**src/rtl/regfile_block_xfer_seq.sv**
```systemverilog
// regfile_block_xfer_seq: ARM LDM/STM block-transfer sequencer.
// Walks a 16-bit register list lowest-first. Each register gets one memory
// request, and a load adds one register-file write cycle. The block owns the
// register-file write port only while busy is high.
// Optional build macro LDMSEQ_TIMEOUT_EN: aborts a stalled memory request
// after TIMEOUT_CYCLES cycles and raises err.
module regfile_block_xfer_seq #(
   parameter int unsigned ADDR_STEP      = 4,
   parameter int unsigned TIMEOUT_CYCLES = 64
) (
   input  logic        clk,
   input  logic        clr,
   input  logic        start,
   input  logic        is_load,
   input  logic        up,
   input  logic        pre,
   input  logic        wback,
   input  logic [3:0]  rn,
   input  logic [15:0] reg_list,
   input  logic [31:0] rf_outA,
   input  logic [31:0] rf_outB,
   output logic [3:0]  rf_readA,
   output logic [3:0]  rf_readB,
   output logic [3:0]  rf_writeA,
   output logic [31:0] rf_dataIn,
   output logic        rf_enable,
   output logic        mem_req,
   output logic        mem_we,
   output logic [31:0] mem_addr,
   output logic [31:0] mem_wdata,
   input  logic [31:0] mem_rdata,
   input  logic        mem_done,
   output logic        busy,
   output logic        done,
   output logic        err
);

   typedef enum logic [2:0] {S_IDLE, S_XFER, S_LWR, S_WB, S_DONE} state_t;

   state_t      state_q;
   logic [15:0] list_q;
   logic [3:0]  cur_q, rn_q, rf_readA_q, rf_writeA_q;
   logic [31:0] mem_addr_q, final_q, rf_dataIn_q;
   logic        is_load_q, wb_do_q, rf_enable_q, mem_req_q, mem_we_q, busy_q, done_q;

   // Index of the lowest set bit; 0 for an empty list.
   function automatic logic [3:0] lowest_idx(input logic [15:0] l);
      logic [3:0] idx;
      idx = 4'd0;
      for (int i = 15; i >= 0; i--) begin
         if (l[i]) idx = 4'(i);
      end
      return idx;
   endfunction

   function automatic logic [4:0] pop16(input logic [15:0] l);
      logic [4:0] cnt;
      cnt = 5'd0;
      for (int i = 0; i < 16; i++) cnt = cnt + 5'(l[i]);
      return cnt;
   endfunction

   logic [4:0]  n_start;
   logic [31:0] span, start_addr, final_start;
   logic        wb_start;
   logic [15:0] list_d;
   logic [3:0]  cur_d, cur_rem;

   // Start-of-block address arithmetic and the walk of the remaining list.
   always_comb begin
      n_start     = pop16(reg_list);
      span        = 32'(ADDR_STEP) * 32'(n_start);
      final_start = up ? rf_outB + span : rf_outB - span;
      case ({up, pre})
         2'b11:   start_addr = rf_outB + 32'(ADDR_STEP);
         2'b10:   start_addr = rf_outB;
         2'b01:   start_addr = rf_outB - span;
         default: start_addr = rf_outB - span + 32'(ADDR_STEP);
      endcase
      // A loaded base register wins over the writeback value.
      wb_start = wback & ~(is_load & reg_list[rn]);
      list_d   = list_q & ~(16'd1 << cur_q);
      cur_d    = lowest_idx(list_d);
      cur_rem  = lowest_idx(list_q);
   end

`ifdef LDMSEQ_TIMEOUT_EN
   localparam int unsigned TMO_W = (TIMEOUT_CYCLES > 1) ? $clog2(TIMEOUT_CYCLES) : 1;
   logic [TMO_W-1:0] tmo_q;
   logic             err_q;
   logic             tmo_hit;

   assign tmo_hit = (tmo_q == TMO_W'(TIMEOUT_CYCLES - 1));
   assign err     = err_q;

   // Cycles spent waiting on the current request; restarts with every new request.
   always_ff @(posedge clk) begin
      if (clr || state_q != S_XFER || mem_done) tmo_q <= '0;
      else                                      tmo_q <= tmo_q + TMO_W'(1);
   end
`else
   logic unused_tmo;
   assign unused_tmo = ^32'(TIMEOUT_CYCLES);
   assign err        = 1'b0;
`endif

   // Sequencer FSM with registered register-file and memory controls.
   always_ff @(posedge clk) begin
      if (clr) begin
         state_q     <= S_IDLE;
         list_q      <= '0;
         cur_q       <= '0;
         rn_q        <= '0;
         rf_readA_q  <= '0;
         rf_writeA_q <= '0;
         rf_dataIn_q <= '0;
         mem_addr_q  <= '0;
         final_q     <= '0;
         is_load_q   <= 1'b0;
         wb_do_q     <= 1'b0;
         rf_enable_q <= 1'b1;
         mem_req_q   <= 1'b0;
         mem_we_q    <= 1'b0;
         busy_q      <= 1'b0;
         done_q      <= 1'b0;
`ifdef LDMSEQ_TIMEOUT_EN
         err_q       <= 1'b0;
`endif
      end else begin
         rf_enable_q <= 1'b1;
         done_q      <= 1'b0;
         case (state_q)
            S_IDLE: begin
               busy_q    <= 1'b0;
               mem_req_q <= 1'b0;
               if (start) begin
                  list_q     <= reg_list;
                  rn_q       <= rn;
                  is_load_q  <= is_load;
                  wb_do_q    <= wb_start;
                  final_q    <= final_start;
                  mem_addr_q <= start_addr;
                  mem_we_q   <= ~is_load;
                  cur_q      <= lowest_idx(reg_list);
                  rf_readA_q <= lowest_idx(reg_list);
                  busy_q     <= 1'b1;
`ifdef LDMSEQ_TIMEOUT_EN
                  err_q      <= 1'b0;
`endif
                  if (reg_list == 16'd0) begin
                     state_q     <= S_WB;
                     rf_enable_q <= ~wb_start;
                     rf_writeA_q <= rn;
                     rf_dataIn_q <= final_start;
                  end else begin
                     state_q   <= S_XFER;
                     mem_req_q <= 1'b1;
                  end
               end
            end
            S_XFER: begin
               if (mem_done) begin
                  list_q     <= list_d;
                  mem_addr_q <= mem_addr_q + 32'(ADDR_STEP);
                  if (is_load_q) begin
                     state_q     <= S_LWR;
                     mem_req_q   <= 1'b0;
                     rf_enable_q <= 1'b0;
                     rf_writeA_q <= cur_q;
                     rf_dataIn_q <= mem_rdata;
                  end else if (list_d != 16'd0) begin
                     cur_q      <= cur_d;
                     rf_readA_q <= cur_d;
                  end else begin
                     state_q     <= S_WB;
                     mem_req_q   <= 1'b0;
                     rf_enable_q <= ~wb_do_q;
                     rf_writeA_q <= rn_q;
                     rf_dataIn_q <= final_q;
                  end
               end
`ifdef LDMSEQ_TIMEOUT_EN
               else if (tmo_hit) begin
                  err_q     <= 1'b1;
                  mem_req_q <= 1'b0;
                  done_q    <= 1'b1;
                  state_q   <= S_DONE;
               end
`endif
            end
            S_LWR: begin
               if (list_q != 16'd0) begin
                  state_q    <= S_XFER;
                  mem_req_q  <= 1'b1;
                  cur_q      <= cur_rem;
                  rf_readA_q <= cur_rem;
               end else begin
                  state_q     <= S_WB;
                  rf_enable_q <= ~wb_do_q;
                  rf_writeA_q <= rn_q;
                  rf_dataIn_q <= final_q;
               end
            end
            S_WB: begin
               state_q <= S_DONE;
               done_q  <= 1'b1;
            end
            default: begin
               state_q <= S_IDLE;
               busy_q  <= 1'b0;
            end
         endcase
      end
   end

   // A reset arriving during a write cycle must cancel that write.
   assign rf_enable = rf_enable_q | clr;
   assign rf_readA  = rf_readA_q;
   assign rf_readB  = rn;
   assign rf_writeA = rf_writeA_q;
   assign rf_dataIn = rf_dataIn_q;
   assign mem_req   = mem_req_q;
   assign mem_we    = mem_we_q;
   assign mem_addr  = mem_addr_q;
   assign mem_wdata = rf_outA;
   assign busy      = busy_q;
   assign done      = done_q;

endmodule
```
**config.mk**
```make
export PLATFORM = sky130hd
export DESIGN_NAME = regfile_block_xfer_seq
export DESIGN_NICKNAME = d
export VERILOG_FILES = /design/src/rtl/regfile_block_xfer_seq.sv
export SDC_FILE = /design/constraint.sdc
export NUM_CORES = 1
export LEC_CHECK = 0
export BUFFER_PORTS_ARGS = -buffer_cell sky130_fd_sc_hd__buf_2
export CAP_MARGIN = 20
export CORE_MARGIN = 2
export CORE_UTILIZATION = 51
export DETAILED_ROUTE_END_ITERATION = 8
export GPL_ROUTABILITY_DRIVEN = 0
export PLACE_DENSITY = 0.78
export SYNTH_ARGS = -nofsm -noshare
export SYNTH_HDL_FRONTEND = slang
export SYNTH_SLANG_ARGS = --single-unit
```
**constraint.sdc**
```tcl
create_clock -name clk -period 6.1 [get_ports clk]
set_input_delay 0.61 -clock clk [delete_from_list [all_inputs] [get_ports clk]]
set_output_delay 0.61 -clock clk [all_outputs]
set_load 0.01 [all_outputs]
```
==> results of run 1 <==
[worst max path at each step]
stage / end / depth (start not counted) / slack, ns
detailed placement: mem_addr[31] / 21 / -0.51
global placement: mem_addr[31] / 21 / -0.46
CTS: mem_addr[8] / 23 / 0.01
global route: mem_addr[21] / 22 / -0.15
floorplan: mem_addr[31] / 18 / -0.15
finish: mem_addr[31] / 21 / 0.001
[sequential cells by signal, summed over array words and instances (netlist names)]
name         flops
final_q         32
mem_addr        32
rf_dataIn       32
list_q          16
rf_readA         4
rf_writeA        4
rn_q             4
state_q          3
busy             1
done             1
is_load_q        1
mem_req          1
mem_we           1
rf_enable_q      1
wb_do_q          1
[cell usage after synthesis, types with 16 or more instances]
| master | instances |
|---|---|
| inv_1 | 52 |
| buf_4 | 39 |
| a21oi_1 | 172 |
| xor2_1 | 29 |
| a222oi_1 | 30 |
| a211oi_1 | 40 |
| o31ai_1 | 16 |
| nor3_1 | 52 |
| nand4_1 | 25 |
| o21ai_0 | 89 |
| nor4_1 | 24 |
| ha_1 | 22 |
| and3_1 | 21 |
| clkbuf_1 | 106 |
| dfxtp_1 | 134 |
| xnor2_1 | 40 |
| nand3_1 | 41 |
| nor2_1 | 163 |
| mux2i_1 | 20 |
| nand2_1 | 159 |
[power breakdown]
part	leakage [uW]	internal [uW]	switching, uW	total [uW]
clock network	0.000282	578	449	1030
registers	0.00110	1000	127	1130
logic	0.00421	1310	1660	2970
[per-layer routing]
metal  GRT usage  vias to the layer above  routed length [um]
met1      0.4529                     6203               16370
met4      0.1228                        0                1788
met2      0.5385                      983               18800
li1            -                     6106                   -
met3     0.07202                      193                5063
met5           0                        -                   0
[stage by stage]
stage               setup slack (ns)  instances
floorplan                    -0.1544       1573
global placement             -0.4616       2002
detailed placement           -0.5104       2002
CTS                          0.01045       2037
global route                 -0.1531       2053
finish                      0.001021       2053
[worst max-delay path: cells and delay by family]
| family | cells | cell delay [ns] |
|---|---|---|
| adder cells (fa/ha/maj) | 7 | 2.88 |
| AND/OR/NAND/NOR | 6 | 1.53 |
| AO/OA/AOI/OAI | 2 | 0.62 |
| XOR/XNOR | 2 | 0.41 |
| buffers and inverters | 4 | 0.37 |
[layout make-up]
class / instances / area [um^2]
multi-input combinational: 1222 / 8041
tap: 280 / 350.3
fill: 1880 / 7815
sequential: 134 / 2683
clock buffer: 17 / 425.4
clock inverter: 15 / 153.9
inverter: 54 / 215.2
timing repair buffer: 331 / 2140
[cell usage in the layout (no fill, tap or decap), types with 12 or more instances in the layout]
cell type    n
xnor2_1     40
clkbuf_16   17
or3_1       15
buf_4      153
inv_1       43
nand4_1     25
mux2i_1     18
a221oi_1    13
a211oi_1    39
and2_1      12
o21ai_0     86
nor4_1      19
and3_1      20
dfxtp_1    134
buf_2      166
a31oi_1     14
nand3_1     40
ha_1        16
xor2_1      27
a222oi_1    30
nor2_1     160
nand2_1    159
nor3_1      45
a21oi_1    170
a21o_1      14
nor2b_1     12
o31ai_1     16
[what timing repair did]
action | in CTS | in global routing
setup endpoints to repair | 6 | 31
gates resized for setup | 6 | 71
setup buffers | 3 | 14
hold endpoints to repair | 0 | 0
pin swaps | 1 | 28
[logic make-up after synthesis]
logic type      count (synthesis)
other cells                     1
xor+xnor                       71
simple gates                  586
flops                         134
mux                            28
fa+ha+maj                      34
compound gates                502
buf+inv                       217
==> flow_summary.ini, run 1 <==
[timing]
fin_tns_setup_ns = 0
setup_viol = 0
min_period_over_period = 0.9998
hold_viol_final = 0
rsz0062_at_grt = yes
hold_ws_ns = 0.4557
layout_min_cycle_time_ns = 6.099
tightest_slew_ns = 1.126
max_slew_margin = 0.2488
clock.fmax_mhz = 164.0
fin_skew_ns = 0.01150
report.final.slew_viol_count = 0

[floorplanning]
start_util = 0.5212
design.core.area_um2 = 21820
dieHeight_um = 153.3
die_area_um2 = 23510
ios = 238
fp.dieW_um = 153.3
std_cell_rows = 54

[routing]
num_vias = 13490
ant_nets = 0
drtIter0Drc = 1807
wirelength_um = 42030
first_pass_iters = 9
wl_per_cell_um = 20.47
post-route-drc-count = 0
vias_per_cell = 6.568

[placed_design]
hpwl_um = 30130
dpl_cell_area_um2 = 12950
portBuffers = 172

[critical_path]
r2r_cells = 9
reg2reg_from = rf_readA[0]
crit_slowest_cell = fa_1
cp-start-kind = input port
cp_data_arrival_time_ns = 6.42
rrSetupSlack_ns = 2.50
cp-end-kind = register
critical_path_class = in -> reg
r2r_end = rf_readA[0]
required_ns = 6.42
cp_cell_sequence = buf_8 > inv_4 > fa_1 > fa_1 > fa_1 > fa_1 > inv_2 > ha_4 > fa_2 > xor2_1 > ha_1 > or2_4 > a211oi_4 > buf_4 > nor4_2 > xnor2_1 > a21o_1 > or3_1 > or4b_4 > nor4b_2 > nor3_1
crit_top_cell = fa_1
max_stage_delay_ns = 0.57
crit_fanout = 8
cp-startpoint = reg_list[3]

[cells_and_area]
layout-drive-gt1-share = 0.2589
area_delta_synth_final_pct = 23.17
fin_area_um2 = 14010
nets = 1918
fin_util = 0.6419
n_antenna_cell = 0

[global_route]
grt_pass1_vias = 12220
grt_use_total = 0.3381
overflow = 0
grt_max_degree = 71
grt_pass1_wl_um = 65290
antenna_found_initial = 0

[synthesis]
synth_xor_area_frac = 0.05600
synth_top_area_cell = dfxtp_1
postSynthCellCount = 1573
async_flop_share = 0
yosys-top-cells-area = dfxtp_1 (24%), a21oi_1 (7.6%), nor2_1 (5.4%)
ys.flop_type = dfxtp_1
synth_cell_type_count = 90
ys_seq_elements = 134
synth_compound_area_frac = 0.2911
syn-cell-area_um2 = 11370
synthAdderAreaFrac = 0.04532
yosysTopAreaCellShare = 0.2359
synth_edf_count = 0
avgSynthCellArea_um2 = 7.230
synth-seq-area-share = 0.2359
synth_top_family_by_area = compound AO/OA/AOI/OAI gates
synthesis.nets = 1731
synthMuxAreaShare = 0.03047
synthSimpleGateAreaFrac = 0.2543
yosysWarningCount = 0

[min_path]
worstHoldEndpoint = final_q[0]
hold_path_class = reg -> reg
worstHoldStart = final_q[0]
holdPathStages = 2

[clocking]
clkTransAtPathRegs_ns = 0.07
htreeDepth = 4
clk_latency_ns = 0.43
clock-sinks = 134
cts_tree = done
hold_buffers = 0
cts_buffer_depth = 2
cts_buffers = 17
cts_root_buf = clkbuf_16

[power_and_ir_drop]
p_per_area_nw_per_um2 = 365.7
p_leak_uw = 0.005595
peakVddDrop_mv = 0.3041
p_total_uw = 5123

[status]
status = finished, final reports clean

[job]
maxCapViolations = 0
(Power assumes the default switching activity.)
==> run 2: changes to the inputs <==
--- a/config.mk
+++ b/config.mk
@@ -8,10 +8,9 @@
 export BUFFER_PORTS_ARGS = -buffer_cell sky130_fd_sc_hd__buf_2
 export CAP_MARGIN = 20
 export CORE_MARGIN = 2
-export CORE_UTILIZATION = 51
+export CORE_UTILIZATION = 40
 export DETAILED_ROUTE_END_ITERATION = 8
 export GPL_ROUTABILITY_DRIVEN = 0
-export PLACE_DENSITY = 0.78
 export SYNTH_ARGS = -nofsm -noshare
 export SYNTH_HDL_FRONTEND = slang
 export SYNTH_SLANG_ARGS = --single-unit
==> flow_summary.ini, run 2 (synthesized netlist as in run 1, its figures left out) <==
[timing]
rsz0062_at_grt = yes
report.final.slew_viol_count = 0
timing.final.ws_setup_ns = -0.03923
min_period_over_period = 1.006
fin_skew_ns = 0.01647
max_slew_margin = 0.3522
hold_ws_ns = 0.4541
setup_viol = 2
hold_viol_final = 0
clock.fmax_mhz = 162.9
layout_min_cycle_time_ns = 6.139
tightest_slew_ns = 0.9635

[critical_path]
reg2reg_from = rf_readA[0]
required_ns = 6.43
critical_path_class = in -> reg
max_stage_delay_ns = 0.65
crit_top_cell = fa_1
crit_fanout = 6
cp_cell_sequence = buf_2 > inv_8 > fa_1 > fa_1 > fa_2 > fa_1 > inv_2 > ha_4 > fa_2 > ha_4 > or2_4 > a2111o_1 > buf_4 > buf_4 > nand4_1 > and4b_1 > or2_1 > nand3_1 > or4b_4 > nor4b_4 > nor3_2
cp_data_arrival_time_ns = 6.47
cp-start-kind = input port
crit_slowest_cell = fa_2
critPathBufInv = 5
cp.depth = 21
rrSetupSlack_ns = 2.53
r2r_cells = 10
r2r_end = rf_dataIn[19]
cp-end-kind = register
critical_path.top_delay_family = adder cells

[cells_and_area]
ff_latch_area_um2 = 2683
fillCellCount = 2721
final_cell_mix = a21oi_1 (168), buf_2 (166), buf_4 (164)
layout-drive-gt1-share = 0.2722
multi_input_area_um2 = 8193
area_delta_synth_final_pct = 26.39
layout_commonest_cell = a21oi_1
nets = 1929

[routing]
first_pass_iters = 8
vias_per_cell = 6.037
num_vias = 13050
ant_nets = 0
wirelength_um = 43530
drtIter0Drc = 1526
wl_per_cell_um = 20.14
post-route-drc-count = 0

[clocking]
clk_latency_ns = 0.43
cts_root_buf = clkbuf_16
cts_buffers = 17
hold_buffers = 0
cts_buffer_depth = 2
htreeDepth = 4
cts_tree = done
clkTransAtPathRegs_ns = 0.06
clock-sinks = 134

[global_route]
overflow = 0
grt_pass1_vias = 12000
antenna_found_initial = 1
grt_max_degree = 71
grt_pass1_wl_um = 67970
grt_use_total = 0.2814

[floorplanning]
std_cell_rows = 61
dieHeight_um = 172.6
design.core.area_um2 = 27860
die_area_um2 = 29800
fp.dieW_um = 172.6
start_util = 0.4083
ios = 238

[power_and_ir_drop]
p_per_area_nw_per_um2 = 360.7
p_total_uw = 5185
peakVddDrop_mv = 0.2698
p_leak_uw = 0.005689

[placed_design]
portBuffers = 172
place_ws_ns = -0.6444
hpwl_um = 31740

[status]
status = finished with violations
failed_checks = setup timing

[min_path]
hold_path_class = reg -> reg
worstHoldEndpoint = rn_q[0]
holdPathStages = 2
worstHoldStart = rn_q[0]

[job]
maxCapViolations = 0
[run 2: cell count changes in the layout (fill, tap and decap cells not counted), moves of 3 or more]
| cell | delta |
|---|---|
| inv_8 | -3 |
| nor3_4 | +3 |
| buf_4 | +11 |
| inv_6 | -5 |
| inv_2 | +3 |
[run 2: report_power, final]
group | switching (uW) | leakage [uW] | internal, uW | total [uW]
registers | 131 | 0.00110 | 1000 | 1130
logic | 1640 | 0.00430 | 1340 | 2980
clock network | 407 | 0.000288 | 661 | 1070
[run 2: worst max-delay path by stage]
stage                  from  slack (ns)            to
3_3_place_gp   reg_list[15]       -0.59  mem_addr[19]
2_1_floorplan  reg_list[15]       -0.15  mem_addr[31]
3_5_place_dp   reg_list[15]       -0.64  mem_addr[19]
5_1_grt         reg_list[5]       -0.22  mem_addr[31]
4_1_cts        reg_list[15]       0.001  mem_addr[26]
6_report       reg_list[15]       -0.04  mem_addr[31]
[run 2: layer usage]
layer  GRT usage  vias to the layer above  wire, um
li1            -                     6124         -
met3     0.04134                      105      3396
met2      0.4421                      613     19610
met4      0.1040                        0      1378
met5           0                        -         0
met1      0.3907                     6203     19140
[run 2: per-stage QoR]
stage,utilization,cells,area (um^2),setup TNS [ns]
finish,0.5160,2161,14380,-0.04414
global route,0.5160,2161,14380,-1.160
detailed placement,0.4710,2106,13120,-10.87
global placement,0.4710,2106,13120,-7.415
CTS,0.4983,2144,13880,0
floorplan,-,1573,11460,-0.3123
[run 2: worst min-delay path, cell delays in order, from the launching register on]
cell and delay [ns]:
dfxtp_1 0.31, nand2_1 0.05, a21oi_1 0.05
[run 2: cell type report]
type	count	area share
inverter	54	0.01480
sequential	134	0.1866
clock buffer	19	0.03151
timing repair buffer	342	0.1537
multi-input combinational	1222	0.5699
tap	378	0.03290
antenna	1	0.0001741
clock inverter	11	0.01036
[run 2: repair_timing]
item | 4_1_cts | 5_1_grt
pin swaps | 8 | 43
setup endpoints to repair | 6 | 28
buffers inserted | 8 | 16
gates resized for setup | 18 | 80
==> run 3: changes to the inputs <==
--- a/config.mk
+++ b/config.mk
@@ -7,10 +7,13 @@
 export LEC_CHECK = 0
 export BUFFER_PORTS_ARGS = -buffer_cell sky130_fd_sc_hd__buf_2
 export CAP_MARGIN = 20
+export CELL_PAD_IN_SITES_DETAIL_PLACEMENT = 0
+export CELL_PAD_IN_SITES_GLOBAL_PLACEMENT = 2
 export CORE_MARGIN = 2
-export CORE_UTILIZATION = 40
+export CORE_UTILIZATION = 28
 export DETAILED_ROUTE_END_ITERATION = 8
 export GPL_ROUTABILITY_DRIVEN = 0
+export PLACE_DENSITY_LB_ADDON = 0.1
 export SYNTH_ARGS = -nofsm -noshare
 export SYNTH_HDL_FRONTEND = slang
 export SYNTH_SLANG_ARGS = --single-unit
==> flow_summary.ini, run 3 (synthesized netlist as in run 1, its figures left out) <==
[placed_design]
dpl_cell_area_um2 = 13430
hpwl_um = 38850
portBuffers = 172

[routing]
num_vias = 12990
ant_nets = 0
wl_per_cell_um = 23.09
vias_per_cell = 5.605
first_pass_iters = 7
post-route-drc-count = 0
wirelength_um = 53510
drtIter0Drc = 1272

[timing]
report.final.slew_viol_count = 0
layout_min_cycle_time_ns = 6.070
fin_skew_ns = 0.01524
tightest_slew_ns = 1.118
min_period_over_period = 0.9951
max_slew_margin = 0.2517
clock.fmax_mhz = 164.7
rsz0062_at_grt = yes
hold_viol_final = 0
setup_viol = 0
hold_ws_ns = 0.4505

[min_path]
hold_path_class = in -> reg

[global_route]
grt_max_degree = 70
overflow = 0
use_met1 = 0.3568
grt_use_total = 0.2476
grt_pass1_vias = 12210
busiest_layer = met2
antenna_found_initial = 0
grt_pass1_wl_um = 78560
grt_util_met3 = 0.03991
grt.met2_usage = 0.3816

[clocking]
cts_tree = done
hold_buffers = 0
cts_buffers = 17
cts_buffer_depth = 2
cts_root_buf = clkbuf_16
clk_latency_ns = 0.45
htreeDepth = 4
clkTransAtPathRegs_ns = 0.07
clock-sinks = 134

[floorplanning]
dieHeight_um = 205.5
std_cell_rows = 73
fp.dieW_um = 205.5
design.core.area_um2 = 39910
ios = 238
die_area_um2 = 42250
start_util = 0.2849

[critical_path]
rrSetupSlack_ns = 2.11
crit_fanout = 8
required_ns = 6.48
cp_data_arrival_time_ns = 6.45
critical_path_class = in -> reg
cp-end-kind = register
cp-start-kind = input port

[cells_and_area]
area_delta_synth_final_pct = 28.66
n_antenna_cell = 0
fin_util = 0.3666
fillCellCount = 4263
nets = 1937
fin_area_um2 = 14630
layout-drive-gt1-share = 0.2796
final_cell_mix = buf_4 (173), a21oi_1 (170), buf_2 (165)
layout_commonest_cell = buf_4

[power_and_ir_drop]
p_per_area_nw_per_um2 = 366.0
p_leak_uw = 0.005695
peakVddDrop_mv = 0.2202

[status]
status = finished, final reports clean

[job]
maxCapViolations = 0
run 3: cell count changes in the layout (fill, tap and decap cells not counted), sizes merged:
cell      previous run  this run
a2111o               2         3
buf                342       348
bufinv               3         0
clkbuf              19        23
clkinv               5         4
clkinvlp             3         2
diode                1         0
inv                 54        58
run 3: path summary, 6_finish.rpt:
check	startpoint	end	cells past startpoint
worst max-delay path	reg_list[11]	mem_addr[31]	22
worst min-delay path	rn[3]	rn_q[3]	3
worst max register to register	rf_readA[0]	rf_dataIn[14]	9
worst min register to register	mem_addr[0]	mem_addr[0]	2
run 3: area by class of cell:
class / instances / area (um^2) / share of cell area
Clock buffer: 22 / 474.2 / 0.03241
Clock inverter: 10 / 87.58 / 0.005985
Inverter: 54 / 215.2 / 0.01471
Multi-Input combinational cell: 1223 / 8255 / 0.5642
Sequential cell: 134 / 2683 / 0.1833
Tap cell: 525 / 656.9 / 0.04489
Timing Repair Buffer: 349 / 2261 / 0.1545
run 3: stage by stage:
stage	setup TNS, ns	total power (uW)	std cells	setup slack, ns
6_report	0	5355	2317	0.02975
5_1_grt	-0.5926	5718	2317	-0.1483
4_1_cts	0	4991	2302	0.009061
3_5_place_dp	-12.84	3893	2268	-0.6475
3_3_place_gp	-13.62	3888	2268	-0.6850
2_1_floorplan	-0.3123	2755	1573	-0.1544
run 3: worst max-delay path, cell delays in order:
cell and delay (ns):
buf_2 0.10, inv_2 0.04, fa_1 0.50, fa_1 0.54, fa_2 0.44, fa_1 0.53, inv_2 0.05, ha_4 0.16
fa_2 0.64, buf_12 0.12, ha_4 0.19, or2_4 0.28, a2111oi_4 0.42, buf_4 0.19, nor3_2 0.05, mux2i_2 0.24
o21a_2 0.19, nand4_1 0.10, buf_6 0.16, or4b_4 0.56, a41o_1 0.22, nor3_1 0.12
run 3: timing repair:
item                       4_1_cts  5_1_grt
gates resized for setup         13       92
setup buffers                    2       14
pin swaps                        7       46
gates cloned                     0        1
setup endpoints to repair        7       34
run 3: layer usage:
layer,routed length [um],up-vias
met4,1101,0
met2,23690,419
met5,0,-
li1,-,6169
met3,3133,59
met1,25590,6340
run 3: report_power, final:
part	switching [uW]	internal (uW)	total [uW]	leakage, uW
sequential	138	1000	1140	0.00110
clock	478	564	1040	0.000271
combinational	1750	1420	3170	0.00432
total	2370	2980	5360	0.00569
